<file path="src/rtl/lfsr_gen.sv">
// lfsr_gen: parametrised XNOR-feedback Fibonacci LFSR with seed load,
// lock-up recovery, period-wrap pulse and a registered threshold compare.
module lfsr_gen #(
    parameter int unsigned            WIDTH = 10,
    parameter logic [WIDTH-1:0]       TAPS  = WIDTH'(10'b10_0100_0000),
    parameter logic [WIDTH-1:0]       SEED  = '0
) (
    input  logic             clk,
    input  logic             reset,
    input  logic             en,
    input  logic             load,
    input  logic [WIDTH-1:0] load_val,
    input  logic [WIDTH-1:0] thresh,
    output logic [WIDTH-1:0] out,
    output logic             hit,
    output logic             wrap,
    output logic             lock_err
);

    logic [WIDTH-1:0] out_q, out_d;
    logic             hit_q, hit_d;
    logic             wrap_q, wrap_d;
    logic             lock_err_q, lock_err_d;

    logic             fb;
    logic [WIDTH-1:0] shift_val;

    // Feedback bit and shifted candidate for an enabled step
    always_comb begin
        fb        = ~^(out_q & TAPS);
        shift_val = {out_q[WIDTH-2:0], fb};
    end

    // Next-state selection: load beats step; all-ones is never allowed to
    // enter the register and is replaced by SEED with a lock_err pulse.
    always_comb begin
        out_d      = out_q;
        wrap_d     = 1'b0;
        lock_err_d = 1'b0;
        if (load) begin
            if (&load_val) begin
                out_d      = SEED;
                lock_err_d = 1'b1;
            end else begin
                out_d      = load_val;
            end
        end else if (en) begin
            if (&out_q) begin
                out_d      = SEED;
                lock_err_d = 1'b1;
            end else begin
                out_d      = shift_val;
                wrap_d     = (shift_val == SEED);
            end
        end
        // Compare against the next state so hit lines up with the new out
        hit_d = (out_d > thresh);
    end

    // State and status registers
    always_ff @(posedge clk or negedge reset) begin
        if (!reset) begin
            out_q      <= SEED;
            hit_q      <= 1'b0;
            wrap_q     <= 1'b0;
            lock_err_q <= 1'b0;
        end else begin
            out_q      <= out_d;
            hit_q      <= hit_d;
            wrap_q     <= wrap_d;
            lock_err_q <= lock_err_d;
        end
    end

    assign out      = out_q;
    assign hit      = hit_q;
    assign wrap     = wrap_q;
    assign lock_err = lock_err_q;

endmodule

</file>
<file path="config.mk">
export PLATFORM = sky130hd
export DESIGN_NAME = lfsr_gen
export DESIGN_NICKNAME = d
export VERILOG_FILES = /design/src/rtl/lfsr_gen.sv
export SDC_FILE = /design/constraint.sdc
export NUM_CORES = 1
export LEC_CHECK = 0
export CAP_MARGIN = 20
export CORE_MARGIN = 2
export CORE_UTILIZATION = 45
export DETAILED_ROUTE_END_ITERATION = 10
export PLACE_DENSITY = 0.84
export SLEW_MARGIN = 20
export SYNTH_ARGS = -nofsm -noshare
export SYNTH_HDL_FRONTEND = slang
export SYNTH_SLANG_ARGS = --single-unit
</file>
<file path="constraint.sdc">
create_clock -name clk -period 3.5 [get_ports clk]
set_input_delay 0.875 -clock clk [delete_from_list [all_inputs] [get_ports clk]]
set_output_delay 0.875 -clock clk [all_outputs]
set_load 0.05 [all_outputs]
</file>
Word-level counts from Yosys, hierarchy flattened
Cells that the tools add are included.
{"block": "classes", "magnitude_cmp": 1, "muxes": 11, "n_reduce_logical": 4}
{"op": "$mux W10", "n": 4}
{"op": "$reduce_and A10 Y1", "n": 2}
{"op": "$gt A10 B10 Y1", "n": 1}
{"op": "$logic_not A10 Y1", "n": 1}
{"op": "$reduce_xnor A10 Y1", "n": 1}
{"op": "$mux W1", "n": 7}
{"block": "totals", "reg_bits": 13, "inputBits": 24, "out_inout_bits": 13}

Depth between registers and ports, before layout
Gate-level depths: netlist of the first run.
{"block": "logic_depth", "depth_word": 5, "ltp_mapped": 10, "mapped_depth_nobuf": 9}

Worst setup path before layout of the first run
No wires, ideal clock.
{"block": "synth_path", "path_kind": "input to register", "start": "input port load_val[7]", "end": "register hit_q (netlist: hit)", "setup_time_ns": 0.129, "arrival_time_ns": 2.587, "required_time_ns": 3.371, "setup_slack_ns": 0.784, "cell_stages": 9, "n_path_buf": 1, "path_cell_list": "nand4_1 -> or3_1 -> clkbuf_1 -> nand2_1 -> a21oi_1 -> ha_1 -> a211oi_1 -> nor2_1 -> o41a_1"}
{"block": "synth_via", "elab_chain_cells": 4}
{"element": "start: declaration", "line": "12", "text": "input logic [WIDTH-1:0] load_val,"}
{"element": "$reduce_and A10 Y1", "line": "41", "text": "if (&load_val) begin"}
{"element": "$mux W10 (*)", "line": "41"}
{"element": "$mux W10 (*)", "line": "40", "text": "if (load) begin"}
{"element": "via out_d[7]", "line": "20", "text": "logic [WIDTH-1:0] out_q, out_d;"}
{"element": "$gt A10 B10 Y1 (*)", "line": "57", "text": "hit_d = (out_d > thresh);"}
{"element": "via hit_d", "line": "21", "text": "logic hit_q, hit_d;"}
{"element": "end signal: assignment", "line": "69", "text": "hit_q <= hit_d;"}
{"element": "end: declaration", "line": "21"}
The timed path passes the listed nets; every way through them passes the cells marked *.

Worst setup path after layout of the first run
{"block": "layout_path", "start": "input port load_val[4]", "end": "register hit_q (netlist: hit)"}
{"block": "layout_via", "elab_chain_cells": 4}
{"element": "$reduce_and A10 Y1", "line": "41"}
{"element": "$mux W10", "line": "41"}
{"element": "$mux W10", "line": "40"}
{"element": "via out_d[7]", "line": "20"}
{"element": "$gt A10 B10 Y1", "line": "57"}
{"element": "via hit_d", "line": "21"}
The timed path passes the listed nets, and every way through them passes these cells.

==> reports/results.txt, run 1 <==
Outcome - finished clean
Multiplexer share of the synthesized area - 1.13%
Setup Viol. Count Final - 0
Die ar. - 2340 um2
WL final - 2.38 mm
Total global-route track usage - 21.8%
Global-route wire length before repair - 3.97 mm
Post-Synth Simple-Gate Area - 16.9%
Pre-antenna DRT Iters - 4
Iteration-0 DRC count of the detailed router - 23
Main combinational cell family by area after synthesis - compound AO/OA/AOI/OAI gates
Fraction of layout cells with a size suffix above 1 - 2.94%
Dpl cells - 159
RSZ-0062 raised after global routing - no
H-tree level count - 1
Final worst slack - 0.431 ns
Avg WL per Cell - 14.6 um
Layout area overhead - 45.3%
Rel. slew slack - 60.7%
Post-Synth XOR/XNOR Area - 0.987%
Antenna Nets Post-Route - 0
Hold path startpoint - out[2]
TritonCTS clock tree - yes
Root Driver - clkbuf_4
Worst-path cell chain - clkdlybuf4s50_1 -> nand4_1 -> or3_1 -> nand2_1 -> a21oi_1 -> ha_1 -> a211oi_1 -> nor2_1 -> o41a_1
Worst r2r src - out[6]
Port bufs - 36
N_diodes - 0
Worst Hold Slack - 0.658 ns
Hold Path Cell Cnt - 2
Total congestion overflow - 0
Worst Skew - 0.00560 ns
Top delay family on crit path - simple AND/OR/NAND/NOR gates
Max stage delay on crit path - 0.51 ns
Leakage Power - 0.574 nW
Max_cap viols - 0
Die Y - 48.4 um
Slew @ Worst Pin - 0.587 ns
Vias per std cell - 5.72
Area of the mapped netlist - 887 um2
Synth Instances - 100
Top Ports - 37
Final Net Count - 171
Final HPWL DP - 1.96 mm
Initial antenna violation count - 0
Largest net degree at the start of global routing - 19
WP data required - 3.66 ns
Worst path bufs/invs - 1
Worst Hold Class - flop to flop
Yosys cell types - 26
Post-place setup slack - 0.160 ns
Avg Inst Size Synth - 8.87 um2
# rows - 16
Clock Latency Late Sink - 0.27 ns
Worst Reg-to-Reg Cells - 8
Worst Setup End Kind - flop
DR vias - 933
Post-CTS setup buffers - 0
FILL cells - 154
Final Util - 67.8%
Largest fanout on the critical path - 11
Clock slew at reported path FFs - 0.08 ns
Crit path arrival time - 3.23 ns
CTS Buffer Depth - 2
Core Box Area - 1900 um2
Post_cts resized - 0
Drt drc - 0
#FFs+latches synth - 13
R2R setup slack - 0.92 ns
Synthesized Nets - 134
Fin. Hold Viols - 0
Setup TNS - 0 ns
Die W - 48.4 um
Seq/Total Area, Yosys - 36.7%
Post-route insts no fill - 163
WHS Endpoint - wrap
Reg2reg end - hit
Post-route clock period utilization - 87.7%
Initial core utilization - 46.6%
Kind of critical path - primary input to flop
CTS Hold Bufs - 0
Adder-cell area share of the yosys netlist - 14.1%
Slowest CP cell - or3_1
Tmin final - 3.07 ns
Routability Congestion - 0.843
Max-slew violation count - 0
Complex-gate fraction of the synthesized area - 22.6%
Total number of yosys warnings - 0
Pwr Density - 355 nW/um2
TritonCTS Sinks - 13
Clock buffer count from CTS - 3
Startpoint Class - primary input
Highest clock rate - 326 MHz
Vias in the first global route - 923
Max IR drop VDD - 0.240 mV
-- synth_stat cells --
library cell / instances / area [um2]
a22oi_1: 1 / 7.51
a21o_1: 1 / 7.51
nand2_1: 13 / 48.8
o31a_1: 1 / 8.76
nor3_1: 1 / 5.00
xnor2_1: 1 / 8.76
a21oi_1: 13 / 65.1
dfrtp_1: 13 / 325
nand3_1: 2 / 10.0
or4_1: 1 / 7.51
and3_1: 1 / 6.26
a211oi_1: 1 / 7.51
inv_1: 11 / 41.3
ha_1: 10 / 125
a22o_1: 1 / 8.76
mux2i_1: 1 / 10.0
nor2_1: 2 / 7.51
buf_6: 1 / 11.3
a221oi_1: 9 / 78.8
or3_1: 1 / 6.26
nor4b_1: 1 / 8.76
nor4_1: 2 / 12.5
nand4_1: 6 / 37.5
clkbuf_1: 4 / 15.0
o41a_1: 1 / 11.3
o21ai_0: 1 / 5.00
-- state kept, by name (all words and copies together), names as in the netlist --
| signal | cells |
|---|---|
| lock_err | 1 |
| wrap | 1 |
| out | 10 |
| hit | 1 |
-- power by group --
group | internal [mW] | switching (mW)
sequential | 0.164 | 0.0186
combinational | 0.0776 | 0.106
clock | 0.0441 | 0.0470
-- worst max-delay path by stage --
| stage | cells past startpoint | slack (ns) | startpoint | end |
|---|---|---|---|---|
| after global routing | 9 | 0.30 | load_val[4] | hit |
| final | 9 | 0.43 | load_val[4] | hit |
| after detailed placement | 9 | 0.16 | load_val[7] | hit |
| after floorplan | 9 | 0.78 | load_val[7] | hit |
| after CTS | 9 | 0.46 | load_val[7] | hit |
| after global placement | 9 | 0.24 | load_val[7] | hit |
-- cell usage in the layout, fill, tap and decap left out --
cell type and n:
clkdlybuf4s50_1 36, nand2_1 13, a21oi_1 13, dfrtp_1 13, inv_1 11, ha_1 10, a221oi_1 9, nand4_1 6
clkbuf_4 3, nor2_1 2, nand3_1 2, nor4_1 2, or3_1 1, o31a_1 1, xnor2_1 1, a22oi_1 1
a22o_1 1, a211oi_1 1, o21ai_0 1, nor3_1 1, a21o_1 1, o41a_1 1, or4_1 1, mux2i_1 1
nor4b_1 1, and3_1 1, clkbuf_1 1, buf_4 1
-- layer usage --
layer / global-route usage [%] / vias to the layer above / share of wire, %
met5: 0 / - / 0
met4: 11.9 / 0 / 1.2
met3: 3.40 / 4 / 6.5
met2: 37.0 / 36 / 51
met1: 26.6 / 443 / 41
li1: - / 450 / -
-- kinds of logic (layout without fill, tap and decap cells) --
kind of cell	count (synthesis)	in the layout
AND/OR/NAND/NOR	30	30
AO/OA/AOI/OAI	29	29
buffers and inverters	16	52
flip-flops	13	13
adder cells (fa/ha/maj)	10	10
XOR/XNOR	1	1
multiplexers	1	1
-- stage by stage --
stage	power (mW)	instance area, um2
after floorplan	0.291	887
after global placement	0.363	1260
after detailed placement	0.370	1260
after CTS	0.461	1290
after global routing	0.489	1290
final	0.458	1290
-- cell type report --
type,instances,area [um2],area share [%]
multi-input combinational,71,494,38.3
timing repair buffer,37,368,28.5
sequential,13,325,25.2
inverter,11,41.3,3.20
tap,27,33.8,2.62
clock buffer,4,26.3,2.04
-- worst register-to-register path, stage by stage, from the launching register on --
cell and delay, ns:
dfrtp_1 0.46, nand4_1 0.15, o31a_1 0.44, a221oi_1 0.29, a21oi_1 0.10, ha_1 0.34, a211oi_1 0.21, nor2_1 0.07
o41a_1 0.40
Note: power is estimated with default switching activity, not from simulation.
==> inputs of run 2 (changes only) <==
Settings changed: PLACE_DENSITY 0.84 to 0.95.
==> run 2 against run 1 <==
Net effect:
- total power rose by 0.54%
- first-iteration DRC count up 120%
- fmax grew 0.18%
- sequential power barely moved
- non-clock buffer count is the same
- clock power up 0.9%
- routed wire length is 5.6% higher
- worst hold slack improved by 0.0096 ns
- die area stayed put
- register-to-register slack lost 0.03 ns
- setup slack better by 0.0054 ns
- via count increased by 3.1%
- critical path type unchanged
- critical endpoint unchanged
- largest power group unchanged
==> reports/results.txt, run 2 (synthesized netlist as in run 1, its figures left out) <==
Outcome - finished clean
Kind of critical path - primary input to flop
Largest fanout on the critical path - 11 (unchanged)
Highest clock rate - 326 MHz (+0.18%)
Vias in the first global route - 949 (+2.8%)
Rel. slew slack - 54.4% (-6.3 points)
RSZ-0062 raised after global routing - no
Die Y - 48.4 um (unchanged)
Clock Latency Late Sink - 0.27 ns (about the same)
Vias per std cell - 5.90 (+3.1%)
Dpl cells - 159 (unchanged)
Max IR drop VDD - 0.153 mV (-36%)
Final Net Count - 171 (unchanged)
Largest net degree at the start of global routing - 22 (+3)
Fraction of layout cells with a size suffix above 1 - 2.94% (unchanged)
Post-route clock period utilization - 87.5% (-0.15 points)
Slew @ Worst Pin - 0.681 ns (+0.0942 ns)
Avg WL per Cell - 15.4 um (+5.6%)
Tmin final - 3.06 ns (-0.00542 ns)
Antenna Nets Post-Route - 0 (unchanged)
Most frequent cells in the layout - clkdlybuf4s50_1 (36), nand2_1 (13), a21oi_1 (13), dfrtp_1 (13), inv_1 (11)
Max_cap viols - 0 (unchanged)
Max FFs per register - 10 (unchanged)
Crit path arrival time - 3.22 ns (about the same)
Die W - 48.4 um (unchanged)
Global-route wire length before repair - 4.08 mm (+2.9%)
Total global-route track usage - 22.2% (+0.35 points)
TritonCTS Sinks - 13 (unchanged)
Port bufs - 36 (unchanged)
Initial core utilization - 46.6% (unchanged)
WL final - 2.51 mm (+5.6%)
Root Driver - clkbuf_4
Setup TNS - 0 ns (unchanged)
CTS Buffer Depth - 2 (unchanged)
Worst Hold Class - flop to flop
Post-CTS setup buffers - 0 (unchanged)
TritonCTS clock tree - yes
Routability Congestion - 0.890 (+5.5%)
Post-route insts no fill - 163 (unchanged)
Post-place setup slack - 0.185 ns (+0.0248 ns)
Worst Setup End Kind - flop
Iteration-0 DRC count of the detailed router - 50 (+120%)
Pre-antenna DRT Iters - 4 (unchanged)
WP data required - 3.66 ns (about the same)
Clock slew at reported path FFs - 0.08 ns (about the same)
H-tree level count - 1 (unchanged)
Core Box Area - 1900 um2 (unchanged)
DR vias - 962 (+3.1%)
Leakage Power - 0.574 nW (unchanged)
Gr busiest metal - met2
Fin. Hold Viols - 0 (unchanged)
Setup Viol. Count Final - 0 (unchanged)
Met2 Use GR - 41.0% (+3.9 points)
Final HPWL DP - 2.01 mm (+2.7%)
# rows - 16 (unchanged)
Drt drc - 0 (unchanged)
Total congestion overflow - 0 (unchanged)
Die ar. - 2340 um2 (unchanged)
Final Power - 0.460 mW (+0.54%)
Worst Hold Slack - 0.668 ns (+0.00964 ns)
Top Ports - 37 (unchanged)
Clock buffer count from CTS - 3 (unchanged)
Layout area overhead - 45.3% (unchanged)
Startpoint Class - primary input
Post_cts resized - 0 (unchanged)
Worst Skew - 0.00592 ns (+0.000314 ns)
Pwr Density - 357 nW/um2 (+0.54%)
Final worst slack - 0.437 ns (+0.00542 ns)
M1 GR Usage - 25.0% (-1.6 points)
Max-slew violation count - 0 (unchanged)
Initial antenna violation count - 0 (unchanged)
CTS Hold Bufs - 0 (unchanged)
Grt met3 use - 3.40% (unchanged)
Most common cell after layout, fill and taps aside - clkdlybuf4s50_1
N_diodes - 0 (unchanged)
[run 2: cell counts in the layout (fill, tap and decap cells not counted)]
No cell type changed its count.
[run 2: final timing paths]
kind / startpoint / endpoint / slack, ns / depth (start not counted)
setup / recovery: load_val[1] / hit / 0.44 / 9
hold / removal: out[4] / wrap / 0.67 / 2
setup reg to reg: out[6] / hit / 0.89 / 8
hold reg to reg: out[4] / wrap / 0.67 / 2
max in group asynchronous: reset / lock_err / 2.15 / 1
min in group asynchronous: reset / wrap / 0.97 / 1
[run 2: layer usage]
metal	share of wire [%]	up-vias
li1	-	447
met1	38	449
met2	51	58
met3	8.4	8
met4	2.4	0
met5	0	-
[run 2: cell type report]
type,instances,area (um2)
Sequential cell,13,325
Multi-Input combinational cell,71,494
Fill cell,146,613
Tap cell,27,33.8
Timing Repair Buffer,37,368
Clock buffer,4,26.3
Inverter,11,41.3
[run 2: metrics by stage]
step	util, %	instance area, um2
after floorplan	-	887
after global placement	66.4	1260
after detailed placement	66.4	1260
after CTS	67.8	1290
after global routing	67.8	1290
final	67.8	1290
[run 2: worst max-delay path, cell delays in order]
cell and delay (ns):
clkdlybuf4s50_1 0.52, nand4_1 0.11, or3_1 0.47, nand2_1 0.12, a21oi_1 0.08, ha_1 0.34, a211oi_1 0.22, nor2_1 0.07
o41a_1 0.40
[run 2: power breakdown]
| part | total, mW | switching (mW) | internal (mW) |
|---|---|---|---|
| Combinational | 0.185 | 0.108 | 0.0776 |
| Clock | 0.0919 | 0.0477 | 0.0441 |
| Sequential | 0.183 | 0.0189 | 0.164 |
| Total | 0.460 | 0.174 | 0.286 |
